### config.mk
export PLATFORM = sky130hd
export DESIGN_NAME = dma_priority_arbiter
export DESIGN_NICKNAME = d
export VERILOG_FILES = /design/src/rtl/dma_arb_pkg.sv /design/src/rtl/dma_priority_encoder.sv /design/src/rtl/dma_priority_arbiter.sv
export SDC_FILE = /design/constraint.sdc
export NUM_CORES = 1
export LEC_CHECK = 0
export ABC_AREA = 1
export BUFFER_PORTS_ARGS = -buffer_cell sky130_fd_sc_hd__buf_2
export CELL_PAD_IN_SITES_DETAIL_PLACEMENT = 0
export CELL_PAD_IN_SITES_GLOBAL_PLACEMENT = 1
export CORE_MARGIN = 2
export CORE_UTILIZATION = 35
export CTS_CLUSTER_DIAMETER = 60
export DETAILED_ROUTE_END_ITERATION = 8
export PLACE_DENSITY_LB_ADDON = 0.1
export RECOVER_POWER = 100
export SLEW_MARGIN = 5
export SYNTH_ARGS = -nofsm -noshare
export SYNTH_HDL_FRONTEND = slang
export SYNTH_SLANG_ARGS = --single-unit
### constraint.sdc
create_clock -name Clock -period 1.8 [get_ports Clock]
set_input_delay 0.18 -clock Clock [delete_from_list [all_inputs] [get_ports Clock]]
set_output_delay 0.18 -clock Clock [all_outputs]
set_load 0.01 [all_outputs]
### src/rtl/dma_arb_pkg.sv
// Shared types and constants for the DMA channel arbiter.
package dma_arb_pkg;

    localparam int unsigned NUM_CH_DEFAULT = 4;

    typedef enum logic [1:0] {
        IDLE     = 2'd0,
        HOLD_REQ = 2'd1,
        ACTIVE   = 2'd2,
        RELEASE  = 2'd3
    } arb_state_t;

    typedef enum logic {
        PRI_FIXED  = 1'b0,
        PRI_ROTATE = 1'b1
    } pri_mode_t;

endpackage

### src/rtl/dma_priority_encoder.sv
// Combinational priority resolver: picks one requesting channel, either
// lowest-index-first or searching upward from a start index with wrap.
module dma_priority_encoder
    import dma_arb_pkg::*;
#(
    parameter int unsigned NUM_CH = NUM_CH_DEFAULT
) (
    input  logic [NUM_CH-1:0]         i_req,
    input  logic [$clog2(NUM_CH)-1:0] i_start,
    input  pri_mode_t                 i_mode,
    output logic [$clog2(NUM_CH)-1:0] o_winner,
    output logic                      o_valid
);

    localparam int unsigned CH_W = $clog2(NUM_CH);

    logic [CH_W-1:0] w_start;
    int unsigned     w_idx;

    // Scan from farthest to nearest offset so the nearest requester is the
    // last assignment and therefore wins.
    always_comb begin
        w_start  = (i_mode == PRI_ROTATE) ? i_start : '0;
        o_winner = '0;
        o_valid  = 1'b0;
        w_idx    = 0;
        for (int unsigned k = NUM_CH; k > 0; k--) begin
            w_idx = (32'(w_start) + k - 1) % NUM_CH;
            if (i_req[w_idx]) begin
                o_winner = CH_W'(w_idx);
                o_valid  = 1'b1;
            end
        end
    end

endmodule

### src/rtl/dma_priority_arbiter.sv
// DMA channel arbiter: masks requests, negotiates the bus with the CPU via
// Hrq/Hlda and grants one channel per service with a one-hot Dack.
module dma_priority_arbiter
    import dma_arb_pkg::*;
#(
    parameter int unsigned NUM_CH = NUM_CH_DEFAULT
) (
    input  logic                      Clock,
    input  logic                      Reset,
    input  logic [NUM_CH-1:0]         Dreq,
    input  logic [NUM_CH-1:0]         Mask,
    input  logic                      RotatePri,
    input  logic                      CtrlDisable,
    input  logic                      Hlda,
    input  logic                      TransferDone,
    output logic                      Hrq,
    output logic [NUM_CH-1:0]         Dack,
    output logic [$clog2(NUM_CH)-1:0] ActiveCh,
    output logic                      Busy,
    output logic                      ServiceStart
);

    localparam int unsigned CH_W = $clog2(NUM_CH);

    arb_state_t        r_state;
    logic              r_hrq;
    logic [NUM_CH-1:0] r_dack;
    logic [CH_W-1:0]   r_active_ch;
    logic              r_busy;
    logic              r_svc_start;
    logic [CH_W-1:0]   r_last;

    logic [NUM_CH-1:0] w_eff_req;
    logic              w_any_req;
    logic [CH_W-1:0]   w_start;
    pri_mode_t         w_mode;
    logic [CH_W-1:0]   w_winner;
    logic              w_valid;
    logic [NUM_CH-1:0] w_grant;

    assign w_eff_req = Dreq & ~Mask;
    assign w_any_req = |w_eff_req;
    assign w_mode    = RotatePri ? PRI_ROTATE : PRI_FIXED;

    // Rotating search begins one past the last serviced channel, wrapping.
    always_comb begin
        if (r_last == CH_W'(NUM_CH - 1))
            w_start = '0;
        else
            w_start = r_last + 1'b1;
    end

    dma_priority_encoder #(
        .NUM_CH (NUM_CH)
    ) u_enc (
        .i_req    (w_eff_req),
        .i_start  (w_start),
        .i_mode   (w_mode),
        .o_winner (w_winner),
        .o_valid  (w_valid)
    );

    // One-hot decode of the resolved winner.
    always_comb begin
        w_grant           = '0;
        w_grant[w_winner] = 1'b1;
    end

    // Arbitration FSM with registered outputs and the rotation pointer.
    // RELEASE supplies the single mandatory Hrq-low cycle; it then behaves
    // like IDLE so a pending request re-raises Hrq without a second gap.
    always_ff @(posedge Clock) begin
        if (Reset) begin
            r_state     <= IDLE;
            r_hrq       <= 1'b0;
            r_dack      <= '0;
            r_active_ch <= '0;
            r_busy      <= 1'b0;
            r_svc_start <= 1'b0;
            r_last      <= CH_W'(NUM_CH - 1);
        end else begin
            r_svc_start <= 1'b0;
            case (r_state)
                IDLE, RELEASE: begin
                    if (!CtrlDisable && w_any_req) begin
                        r_state <= HOLD_REQ;
                        r_hrq   <= 1'b1;
                    end else begin
                        r_state <= IDLE;
                        r_hrq   <= 1'b0;
                    end
                end
                HOLD_REQ: begin
                    if (Hlda) begin
                        if (w_valid) begin
                            r_state     <= ACTIVE;
                            r_dack      <= w_grant;
                            r_active_ch <= w_winner;
                            r_busy      <= 1'b1;
                            r_svc_start <= 1'b1;
                        end else begin
                            r_state <= RELEASE;
                            r_hrq   <= 1'b0;
                        end
                    end else if (!w_any_req) begin
                        r_state <= IDLE;
                        r_hrq   <= 1'b0;
                    end
                end
                ACTIVE: begin
                    if (TransferDone || !Hlda) begin
                        r_state <= RELEASE;
                        r_hrq   <= 1'b0;
                        r_dack  <= '0;
                        r_busy  <= 1'b0;
                        if (TransferDone && RotatePri)
                            r_last <= r_active_ch;
                    end
                end
                default: begin
                    r_state <= IDLE;
                    r_hrq   <= 1'b0;
                    r_dack  <= '0;
                    r_busy  <= 1'b0;
                end
            endcase
        end
    end

    assign Hrq          = r_hrq;
    assign Dack         = r_dack;
    assign ActiveCh     = r_active_ch;
    assign Busy         = r_busy;
    assign ServiceStart = r_svc_start;

endmodule

==> results.sh <==
export IMPL_status="finished clean"
export IMPL_synth_enable_flop_cells=0
export IMPL_ant_nets=0
export IMPL_critPathMaxStageDelay_ns=0.36
export IMPL_track_usage=0.139
export IMPL_core_um2=2450
export IMPL_crit_top_cell="nand2_4"
export IMPL_synth_top_area_frac=0.291
export IMPL_die_y_um=54.6
export IMPL_cts_tree="built"
export IMPL_cts_hold_buf=0
export IMPL_syn_nets=160
export IMPL_slew_viol_final=0
export IMPL_grt_busiest_layer="met2"
export IMPL_r2r_cells=13
export IMPL_antenna_found_initial=0
export IMPL_p_leak_nw=0.597
export IMPL_hp_start="Reset"
export IMPL_cp_required_ns=2.01
export IMPL_post_route_period_util=0.990
export IMPL_finalNetCount=190
export IMPL_drt_iter0_markers=16
export IMPL_synth_cells=143
export IMPL_async_flop_share=0
export IMPL_cp_cell_sequence="ha_4 -> nor2_4 -> buf_12 -> nand3_4 -> nand2_4 -> nand2_4 -> nand2_4 -> nor2_2 -> nor2_2 -> nand2_2 -> nand2_4 -> nand3_2 -> a21oi_2"
export IMPL_crit_type="register to register"
export IMPL_grt_ovfl_total=0
export IMPL_final_cell_area_um2=1260
export IMPL_path_delay_family="simple AND/OR/NAND/NOR gates"
export IMPL_chipWidth_um=54.6
export IMPL_rows=18
export IMPL_worstPathMaxFanout=5
export IMPL_powerDensity_nw_per_um2=544
export IMPL_yosysSeqAreaShare=0.291
export IMPL_cts_root_buf="clkbuf_4"
export IMPL_cpMaxStageDelayCell="dfxtp_4"
export IMPL_totalWireLength_mm=2.20
export IMPL_post_route_cells_drive_above_1_share=0.390
export IMPL_hold_viol_final=0
export IMPL_rsz0062_at_grt="true"
export IMPL_place_area_um2=1030
export IMPL_crit_arrival_ns=1.99
export IMPL_place_congestion=0.834
export IMPL_die_area_um2=2980
export IMPL_synth_area_top_cells="dfxtp_1 (29%), nand2_1 (14%), inv_1 (9.2%)"
export IMPL_vias=985
export IMPL_cts_made_buffers=3
export IMPL_syn_cell_area_um2=895
export IMPL_pin_count=23
export IMPL_viasPerCell=4.88
export IMPL_grtUsageMet3=0.0492
export IMPL_r2r_end="Dack[3]$_SDFFE_PP0P_"
export IMPL_diodes=0
export IMPL_grt_pass1_vias=758
export IMPL_holdPathEnd="Dack[1]$_SDFFE_PP0P_"
export IMPL_hold_depth=2
export IMPL_area_delta_synth_final_pct=41.0
export IMPL_maxCapViolations=0
export IMPL_worst_pin_slew_ns=0.321
export IMPL_clk_path_buf_depth=2
export IMPL_tns_ns=0
export IMPL_fin_skew_ns=0.00436
export IMPL_pre_cts_ws_ns=0.0476
export IMPL_period_minus_slack_ns=1.78
export IMPL_grt_pass1_wl_mm=2.97
export IMPL_yosys_warnings=0
export IMPL_use_met1=0.186
export IMPL_holdCritPathClass="input port to register"
export IMPL_setup_violations=0
export IMPL_cts_max_level=1
export IMPL_power_mw=0.686
export IMPL_crit_buf_inv=1
export IMPL_dr_pass1_iters=4
export IMPL_use_met2=0.223
export IMPL_reg2reg_setup_slack_ns=0.02
export IMPL_rr_startpoint="r_last[0]$_SDFFE_PP1P_"
export IMPL_synth_avg_cell_area_um2=6.26
export IMPL_clk_pin_slew_ns=0.08
export IMPL_holdWs_ns=0.202
export IMPL_cts_sinks=13
export IMPL_synth_ff_type="dfxtp_1"
export IMPL_nFillCells=251
export IMPL_vdd_drop_max_mv=0.447
export IMPL_ys_ff_latch=13
export IMPL_drc=0
export IMPL_fin_ws_ns=0.0188
export IMPL_slew_limit_headroom=0.786
export IMPL_synth_area_leader_cell="dfxtp_1"
export IMPL_clk_latency_ns=0.27
export IMPL_cp_end_kind="register"
export IMPL_initial_core_util=0.364
export IMPL_port_buffers=22
export IMPL_start_kind="register"
export IMPL_wl_per_cell_um=10.9
export IMPL_synth_distinct_cells=23
export IMPL_fmax_mhz=561
export IMPL_grt_max_degree=11
export IMPL_hpwl_mm=1.57
==> worst max-delay path by stage <==
stage | from | to | slack [ns] | cells past startpoint
after floorplan | r_last[0]$_SDFFE_PP1P_ | ActiveCh[0]$_SDFFE_PP0P_ | 0.20 | 13
after global placement | r_last[0]$_SDFFE_PP1P_ | Dack[2]$_SDFFE_PP0P_ | 0.03 | 12
after detailed placement | r_last[0]$_SDFFE_PP1P_ | ActiveCh[0]$_SDFFE_PP0P_ | 0.05 | 13
after CTS | r_last[0]$_SDFFE_PP1P_ | Dack[3]$_SDFFE_PP0P_ | 0.02 | 13
after global routing | r_last[0]$_SDFFE_PP1P_ | Dack[0]$_SDFFE_PP0P_ | -0.11 | 10
final | r_last[0]$_SDFFE_PP1P_ | Dack[3]$_SDFFE_PP0P_ | 0.02 | 13
==> routing by layer <==
layer  routed length (µm)  part of all wire  up-vias
met2                 1110              0.50       24
met3                  117             0.053        0
li1                     -                 -      511
met1                  977              0.44      450
met5                    0                 0        -
met4                    0                 0        0
==> state kept, by name, summed over array words and instances, names as in the netlist <==
name and count:
ActiveCh 2, Busy 1, Dack 4, Hrq 1
ServiceStart 1, r_last 2, r_state 2
==> power by group <==
group          switching [mW]  leakage [nW]  internal, mW
Combinational           0.122         0.477        0.0745
Sequential            0.00958         0.105         0.304
Clock                  0.0901        0.0150        0.0858
==> cells in the mapped netlist, types with 3 or more instances <==
library cell  instances
nor2_1               17
nand4_1               3
nand2_1              33
nand3_1              16
nand2_2               9
o21ai_1               3
dfxtp_1              13
ha_1                  3
o21ai_0               3
inv_1                22
a21oi_1               9
==> through the flow <==
| stage | cells | utilization |
|---|---|---|
| after CTS | 198 | 0.432 |
| after global routing | 202 | 0.514 |
| final | 202 | 0.514 |
| after floorplan | 143 | - |
| after detailed placement | 194 | 0.422 |
| after global placement | 194 | 0.422 |
==> cell usage in the layout, fill, tap and decap left out, types with 2 or more instances in the layout <==
cell type	instances
dfxtp_1	11
clkbuf_4	3
clkbuf_1	10
nand2_1	24
nand3_4	2
a21oi_1	7
nand3_1	7
inv_1	22
nor2_2	6
o21ai_0	3
a21oi_2	2
o21ai_1	2
buf_2	13
nand4_1	3
nand3_2	8
buf_4	4
nor2_1	11
o21ai_2	2
nand2_4	9
nand2_2	10
==> logic make-up after synthesis <==
group,count (synthesis),synth area share
adder cells (fa/ha/maj),3,0.0420
AO/OA/AOI/OAI,19,0.120
AND/OR/NAND/NOR,82,0.428
buffers and inverters,26,0.119
flip-flops,13,0.291
==> repair_timing <==
action / CTS / global route
resized for setup: 0 / 44
setup buffers: 0 / 4
endpoints found under the setup margin: 0 / 7
==> area by class of cell <==
type                    count  area (µm²)  share of cell area
repair buffers             27         149               0.118
clock buffers               4        26.3              0.0208
inverters                  24        91.3              0.0724
well taps                  30        37.5              0.0298
multi-input cells         104         692               0.549
flip-flops and latches     13         265               0.210
(Power assumes the default switching activity.)
